===== src/rtl/rob_commit_if.sv =====
// ROB head-window bus between the reorder buffer and the commit stage.
// master = ROB side (drives slots/empty), slave = commit side (drives pop).
interface rob_commit_if #(
    parameter int DATA_W  = 32,
    parameter int ENTRY_W = 2*DATA_W+7
);
    logic [3:0]         slot_valid;
    logic [ENTRY_W-1:0] slot_data [4];
    logic               rob_empty;
    logic               consume;
    logic [1:0]         consume_count;

    modport master (
        output slot_valid,
        output slot_data,
        output rob_empty,
        input  consume,
        input  consume_count
    );

    modport slave (
        input  slot_valid,
        input  slot_data,
        input  rob_empty,
        output consume,
        output consume_count
    );
endinterface


===== src/rtl/rob_commit.sv =====
// In-order commit stage: retires up to two ROB head entries per cycle.
// Ports: clock/reset_n, rob (slave bus), rf_* write ports, flush/epc, retired_count.
module rob_commit #(
    parameter int DATA_W  = 32,
    parameter int ENTRY_W = 2*DATA_W+7
) (
    input  logic              clock,
    input  logic              reset_n,
    rob_commit_if.slave       rob,
    output logic [1:0]        rf_we,
    output logic [4:0]        rf_waddr [2],
    output logic [DATA_W-1:0] rf_wdata [2],
    output logic              flush,
    output logic [DATA_W-1:0] epc,
    output logic [31:0]       retired_count
);

    typedef enum logic [1:0] {
        RUN   = 2'd0,
        FLUSH = 2'd1,
        DRAIN = 2'd2
    } state_t;

    state_t state, state_n;

    // Decoded fields of the two oldest slots
    logic              v0, v1;
    logic              x0, x1;
    logic              we0, we1;
    logic [4:0]        rd0, rd1;
    logic [DATA_W-1:0] res0, res1;
    logic [DATA_W-1:0] pc0, pc1;

    assign v0   = rob.slot_valid[0];
    assign v1   = rob.slot_valid[1];
    assign x0   = rob.slot_data[0][ENTRY_W-1];
    assign x1   = rob.slot_data[1][ENTRY_W-1];
    assign we0  = rob.slot_data[0][ENTRY_W-2];
    assign we1  = rob.slot_data[1][ENTRY_W-2];
    assign rd0  = rob.slot_data[0][ENTRY_W-3 -: 5];
    assign rd1  = rob.slot_data[1][ENTRY_W-3 -: 5];
    assign res0 = rob.slot_data[0][2*DATA_W-1:DATA_W];
    assign res1 = rob.slot_data[1][2*DATA_W-1:DATA_W];
    assign pc0  = rob.slot_data[0][DATA_W-1:0];
    assign pc1  = rob.slot_data[1][DATA_W-1:0];

    // Only the two oldest slots can commit; deeper slots are ignored
    logic unused_ok;
    assign unused_ok = ^{rob.slot_valid[3:2],
                         rob.slot_data[2],
                         rob.slot_data[3]};

    logic [1:0]        popped;
    logic [1:0]        n_commit;
    logic              go_exc;
    logic [DATA_W-1:0] exc_pc;

    always_comb begin
        popped   = 2'd0;
        n_commit = 2'd0;
        go_exc   = 1'b0;
        exc_pc   = '0;
        state_n  = state;
        unique case (state)
            RUN: begin
                if (v0 && x0) begin
                    popped = 2'd1;
                    go_exc = 1'b1;
                    exc_pc = pc0;
                end else if (v0 && v1 && x1) begin
                    // older entry retires, faulting one is dropped
                    popped   = 2'd2;
                    n_commit = 2'd1;
                    go_exc   = 1'b1;
                    exc_pc   = pc1;
                end else if (v0 && v1) begin
                    popped   = 2'd2;
                    n_commit = 2'd2;
                end else if (v0) begin
                    popped   = 2'd1;
                    n_commit = 2'd1;
                end
                if (go_exc) state_n = FLUSH;
            end
            FLUSH: state_n = DRAIN;
            DRAIN: if (rob.rob_empty) state_n = RUN;
            default: state_n = RUN;
        endcase
    end

    assign rob.consume       = reset_n && (popped != 2'd0);
    assign rob.consume_count = (popped == 2'd0) ? 2'd0 : popped - 2'd1;

    // Port write enables; r0 writes are dropped
    logic wr0_raw, wr1, wr0;

    assign wr0_raw = (n_commit != 2'd0) && we0 && (rd0 != 5'd0);
    assign wr1     = (n_commit == 2'd2) && we1 && (rd1 != 5'd0);
    // Same rd on both ports: the younger result is the architectural one
    assign wr0     = wr0_raw && !(wr1 && (rd0 == rd1));

    always_ff @(posedge clock or negedge reset_n) begin
        if (!reset_n) begin
            state <= RUN;
        end else begin
            state <= state_n;
        end
    end

    always_ff @(posedge clock or negedge reset_n) begin
        if (!reset_n) begin
            rf_we       <= 2'b00;
            rf_waddr[0] <= '0;
            rf_waddr[1] <= '0;
            rf_wdata[0] <= '0;
            rf_wdata[1] <= '0;
        end else begin
            rf_we       <= {wr1, wr0};
            rf_waddr[0] <= wr0 ? rd0  : 5'd0;
            rf_wdata[0] <= wr0 ? res0 : '0;
            rf_waddr[1] <= wr1 ? rd1  : 5'd0;
            rf_wdata[1] <= wr1 ? res1 : '0;
        end
    end

    always_ff @(posedge clock or negedge reset_n) begin
        if (!reset_n) begin
            flush         <= 1'b0;
            epc           <= '0;
            retired_count <= '0;
        end else begin
            flush         <= go_exc;
            retired_count <= retired_count + 32'(n_commit);
            if (go_exc) epc <= exc_pc;
        end
    end

endmodule


===== src/flat_wrapper.sv =====
// flat-port wrapper written by rule: the top's interface ports become plain ports
module rob_commit_flat 
#(
    parameter int DATA_W  = 32,
    parameter int ENTRY_W = 2*DATA_W+7
)
  (clock, reset_n, rf_we, rf_waddr, rf_wdata, flush, epc, retired_count, rob_slot_valid, rob_slot_data, rob_rob_empty, rob_consume, rob_consume_count);
  rob_commit_if #(.DATA_W(DATA_W), .ENTRY_W(ENTRY_W)) rob_i ();
  input  logic clock;
  input  logic reset_n;
  output logic [1:0] rf_we;
  output logic [4:0] rf_waddr[2];
  output logic [DATA_W-1:0] rf_wdata[2];
  output logic flush;
  output logic [DATA_W-1:0] epc;
  output logic [31:0] retired_count;
  input wire logic [$bits(rob_i.slot_valid)-1:0] rob_slot_valid;
  input wire logic [$bits(rob_i.slot_data)-1:0] rob_slot_data;
  input wire logic [$bits(rob_i.rob_empty)-1:0] rob_rob_empty;
  output wire logic [$bits(rob_i.consume)-1:0] rob_consume;
  output wire logic [$bits(rob_i.consume_count)-1:0] rob_consume_count;
  assign rob_i.slot_valid = rob_slot_valid;
  assign rob_i.slot_data = {>>{rob_slot_data}};
  assign rob_i.rob_empty = rob_rob_empty;
  assign rob_consume = rob_i.consume;
  assign rob_consume_count = rob_i.consume_count;
  rob_commit #(.DATA_W(DATA_W), .ENTRY_W(ENTRY_W)) u_core (.clock(clock), .reset_n(reset_n), .rob(rob_i), .rf_we(rf_we), .rf_waddr(rf_waddr), .rf_wdata(rf_wdata), .flush(flush), .epc(epc), .retired_count(retired_count));
endmodule

===== config.mk =====
export PLATFORM = sky130hd
export DESIGN_NAME = rob_commit_flat
export DESIGN_NICKNAME = d
export VERILOG_FILES = /design/src/rtl/rob_commit_if.sv /design/src/rtl/rob_commit.sv /design/src/flat_wrapper.sv
export SDC_FILE = /design/constraint.sdc
export NUM_CORES = 1
export LEC_CHECK = 0
export BUFFER_PORTS_ARGS = -buffer_cell sky130_fd_sc_hd__buf_2
export CORE_AREA = 2 2 170 172
export CTS_CLUSTER_SIZE = 25
export DETAILED_ROUTE_END_ITERATION = 6
export DIE_AREA = 0 0 172 174
export PLACE_DENSITY = 0.49
export SLEW_MARGIN = 20
export SYNTH_ARGS = -nofsm -noshare
export SYNTH_HDL_FRONTEND = slang
export SYNTH_SLANG_ARGS = --single-unit

===== constraint.sdc =====
create_clock -name clock -period 3.81 [get_ports clock]
set_input_delay 0.9525 -clock clock [delete_from_list [all_inputs] [get_ports clock]]
set_output_delay 0.9525 -clock clock [all_outputs]
set_load 0.02 [all_outputs]

Word-level counts from Yosys, hierarchy flattened
Index checks and enable logic that the tools add are counted.
- magnitude comparators: 0
- div/mod/pow operators: 0
- shift-type cells: 0
- multiplexer cells: 23
- multiply operators: 0
- add/subtract/negate cells: 2
- eq/ne operators: 6
- bitwise logic cells: 0
- reduce and logical (&&, ||, !) cells: 18
- operators with widths (cell ; count):
    $mux W32 ; 5
    $add A32 B2 Y32 ; 1
    $mux W2 ; 10
    $logic_and A1 B1 Y1 ; 10
    $mux W5 ; 2
    $reduce_bool A5 Y1 ; 2
    $pmux W2 S3 ; 1
    $eq A5 B5 Y1 ; 1
    $mux W1 ; 5
    $eq A2 B2 Y1 const B ; 2
    $logic_not A2 Y1 ; 2
    $reduce_bool A2 Y1 ; 2
    $eq A2 B1 Y1 const B ; 1
    $ne A2 B1 Y1 const B ; 1
    $ne A2 B2 Y1 const B ; 1
    $reduce_and A2 Y1 ; 1
    $sub A2 B1 Y2 const B ; 1
    $logic_not A1 Y1 ; 1
- input bits: 291
- memories: 0
- memory bits (writable): 0
- latch bits: 0
- register bits: 143
- memory bits (read-only): 0
- word-level logic and storage cells: 58

Logic depth before layout (Yosys ltp)
- depth in word-level cells: 12
- gate-level depth with buffers: 10

Worst setup path after synthesis
OpenSTA, ideal clock, no wires.
- path kind: in2reg
- start: input port rob_slot_valid[0]
- end: register u_core.retired_count[22]
- slack: 653 ps
- arrival time: 3027 ps
- setup time: 129 ps
- buffers on the path: 1
- data required time: 3681 ps
- stages on the path: 9
- path through: or3b_1 -> clkbuf_2 -> nor3b_1 -> fa_1 -> nand4_1 -> nor3_1 -> nor3b_1 -> nand4_1 -> xnor2_1
- longest elaborated chain between the ends: 6
- elaborated cells on any way between the ends: 9
- those cells by class: 1 x add/sub; 5 x mux; 3 x reduce/logical
- ends and longest elaborated chain (element ; line ; source):
    start: declaration ; flat_wrapper.sv:17 ; input wire logic [$bits(rob_i.slot_valid)-1:0] rob_slot_valid;
    $mux W1 or $logic_and A1 B1 Y1 (tied branches) ; rob_commit.sv:79, rob_commit.sv:70, rob_commit.sv:76 ;
    $mux W2 or $logic_and A1 B1 Y1 (tied branches) ; rob_commit.sv:76, rob_commit.sv:70 ;
    $mux W2 ; rob_commit.sv:70 ; end else if (v0 && v1 && x1) begin
    $mux W2 (*) ; rob_commit.sv:66 ; if (v0 && x0) begin
    $mux W2 (*) ; rob_commit.sv:64 ; unique case (state)
    $add A32 B2 Y32 (*) ; rob_commit.sv:133 ; retired_count <= retired_count + 32'(n_commit);
    end signal: assignment ; rob_commit.sv:133 ;
    end: declaration ; rob_commit.sv:15 ; output logic [31:0] retired_count
Every way passes the cells marked *; elsewhere a longest branch is shown, timed or not.
A chain may end at the register's enable or synchronous reset.

Worst setup path after layout
Same ends and word-level chain as after synthesis.

==> impl_metrics.tcl <==
set metrics [dict create \
    status "finished, final reports clean" \
    insertion_delay_ns 0.41 \
    netlist_area_mm2 0.005517 \
    r2r-end "u_core.retired_count[22]" \
    worst-endpoint-required_ns 4.11 \
    regToRegStartpoint "u_core.state[0]" \
    dieWidth_um 172 \
    power_density_mw_per_mm2 547.3 \
    yosysWarningCount 0 \
    power.share.clock 0.408 \
    worst_pin_slew_ns 0.7792 \
    p_seq_frac 0.408 \
    clock.fmax_mhz 322.8 \
    r2r_setup_slack_ns 0.92 \
    synth-edff-count 0 \
    die_area_mm2 0.02993 \
    ctsHtreeMaxLevel 4 \
    std_cell_rows 62 \
    fp.dieH_um 174 \
    syn_nets 787 \
    drt_iter0_drc 199 \
    setup_viol_count_final 0 \
    cts_buffer_depth 2 \
    ctsResizeCount 0 \
    hpwl_um 12040 \
    ys_ff_latch 143 \
    cp_slowest_stage_delay_ns 0.40 \
    final_core_util 0.2854 \
    grt.overflow.total 0 \
    grt_setup_unrepaired "false" \
    syn_area_per_cell_um2 11.19 \
    cp-end-kind "flop" \
    place.gp.congestion 0.7188 \
    cts_hold_buf 0 \
    tritoncts "done" \
    ys_seq_area_frac 0.6487 \
    slew_violations 0 \
    drt.antenna.violating_nets 0 \
    hold_violations 0 \
    min_from "u_core.retired_count[31]" \
    drc 0 \
    leakagePower_uw 0.004320 \
    p_total_uw 4412 \
    grt_max_degree 144 \
    io_buffer_count 289 \
    internal_power_uw 3107 \
    ff2ff_path_depth 10 \
    cts.sinks 143 \
    arrival_ns 3.40 \
    relSlewSlack 0.4805 \
    crit_path_max_fanout 4 \
    cts_inserted_buffers 17 \
    hp-class "flop to flop" \
    path_class "input port to flop" \
    layout-drive-gt1-share 0.4191 \
    cts_setup_buffers 0 \
    coreArea_mm2 0.02824 \
    async_flop_share 1.000 \
    ys.flop_type "dfrtp_1" \
    via_count 4536 \
    yosys-top-cells-area "dfrtp_1, nor2_1, and2_1" \
    swShare 0.2959 \
    fin_setup_tns_ns 0 \
    hold_depth 1 \
    wl_per_cell_um 13.91 \
    max-cap-violations 0 \
    root_buffer "clkbuf_16" \
    cp-start-kind "input port" \
    whs_endpoint "u_core.retired_count[31]" \
    final_common_cell "buf_2" \
    start_util 0.1954 \
    vdd_drop_max_uv 243.1 \
    ys_types 33 \
    firstDrtPassIters 4 \
    synthCells 493 \
    fin_skew_ns 0.01589 \
    grt_pass1_vias 4562 \
    area_growth_pct 46.11 \
    pwr-share-comb 0.185 \
    grt_usage 0.1095 \
    nets 1078 \
    antenna_found_initial 3 \
    final.period_utilization 0.8131 \
    yosysTopAreaCell "dfrtp_1" \
    p_switching_uw 1305 \
    mostFrequentLayoutCells "buf_2, dfrtp_1, nor2_1, nand2_1, and2_1" \
    io_pins 435 \
    grt_pass1_wl_um 24810 \
    min_period_ns 3.098 \
    slowest_stage "or3b_1" \
    wirelength_um 16460 \
    synth_top_area_share 0.6487 \
    path_cells "buf_2, or3b_1, nor3_1, ha_1, fa_1, nand4_1, nor3_1, buf_4, nor3b_1, nand4_1, xnor2_1" \
    via_per_inst 3.834 \
    clk_pin_slew_ns 0.07 \
]
==> logic make-up after synthesis <==
| family | after synthesis | synth area share |
|---|---|---|
| simple gates | 206 | 0.1776 |
| flops | 143 | 0.6487 |
| fa+ha+maj | 3 | 0.008165 |
| xor+xnor | 35 | 0.05557 |
| buf+inv | 35 | 0.02858 |
| other cells | 1 | 0.0006798 |
| compound gates | 69 | 0.07893 |
| mux | 1 | 0.001815 |
==> final cells by class <==
| class | instances | area, µm² |
|---|---|---|
| Tap cell | 384 | 480.5 |
| Clock inverter | 12 | 183.9 |
| Fill cell | 3049 | 20180 |
| Multi-Input combinational cell | 315 | 1795 |
| Inverter | 8 | 30.03 |
| Clock buffer | 20 | 446.7 |
| Timing Repair Buffer | 299 | 1540 |
| Antenna cell | 2 | 5.005 |
| Sequential cell | 143 | 3578 |
==> how the worst max path moves through the flow <==
stage | cells past startpoint | slack, ns | startpoint | end
2_1_floorplan | 9 | 0.65 | rob_slot_valid[0] | u_core.retired_count[22]
3_3_place_gp | 10 | 0.31 | rob_slot_valid[0] | u_core.retired_count[22]
3_5_place_dp | 10 | 0.28 | rob_slot_valid[0] | u_core.retired_count[22]
4_1_cts | 10 | 0.72 | rob_slot_valid[0] | u_core.retired_count[22]
5_1_grt | 11 | 0.39 | rob_slot_valid[0] | u_core.retired_count[22]
6_report | 11 | 0.71 | rob_slot_valid[0] | u_core.retired_count[22]
==> stage by stage <==
stage               hold WS, ns  area, µm²  std cells  setup WS, ns
floorplan                0.4658       5517        493        0.6533
global placement         0.4600       7422       1149        0.3092
detailed placement       0.4764       7422       1149        0.2818
global route             0.5143       8060       1183        0.3926
finish                   0.4780       8060       1183        0.7120
CTS                      0.4855       8053       1181        0.7151
==> registers in the layout (all words and copies together) (netlist names) <==
register              count
u_core.rf_we              2
u_core.flush              1
u_core.state              2
u_core.retired_count     32
u_core.epc               32
u_core.rf_wdata          64
u_core.rf_waddr          10
==> critical path, delay by kind of cell <==
family,cells,cell delay [ns]
adder cells (fa/ha/maj),2,0.52
XOR/XNOR,1,0.14
AND/OR/NAND/NOR,6,1.53
buffers and inverters,2,0.26
==> per-layer routing <==
metal / vias up / wire length (µm) / global-route usage
li1: 2213 / - / -
met1: 2140 / 6810 / 0.1260
met2: 172 / 8086 / 0.1844
met3: 9 / 1404 / 0.04759
met4: 2 / 146 / 0.03046
met5: - / 13 / 0
==> Yosys cell counts (2+ instances only) <==
cell,instances
and3_1,3
nor3_1,5
and2_1,40
a21oi_1,35
nand2b_1,2
a22oi_1,32
buf_2,2
nor4_1,3
buf_6,2
nand2_1,45
dfrtp_1,143
nand4_1,6
ha_1,2
clkbuf_1,15
xor2_1,11
and4_1,3
buf_1,5
xnor2_1,24
nand3_1,15
buf_4,2
nor3b_1,3
inv_1,8
nor2_1,77
==> power by group through the flow <==
stage	clock (µW)	combinational, µW	sequential (µW)
floorplan	0	226	2050
global placement	0	827	1820
detailed placement	0	835	1830
CTS	1870	837	1800
global route	1940	900	1830
finish	1800	814	1800
No activity file was read; power rests on OpenSTA's default activity.
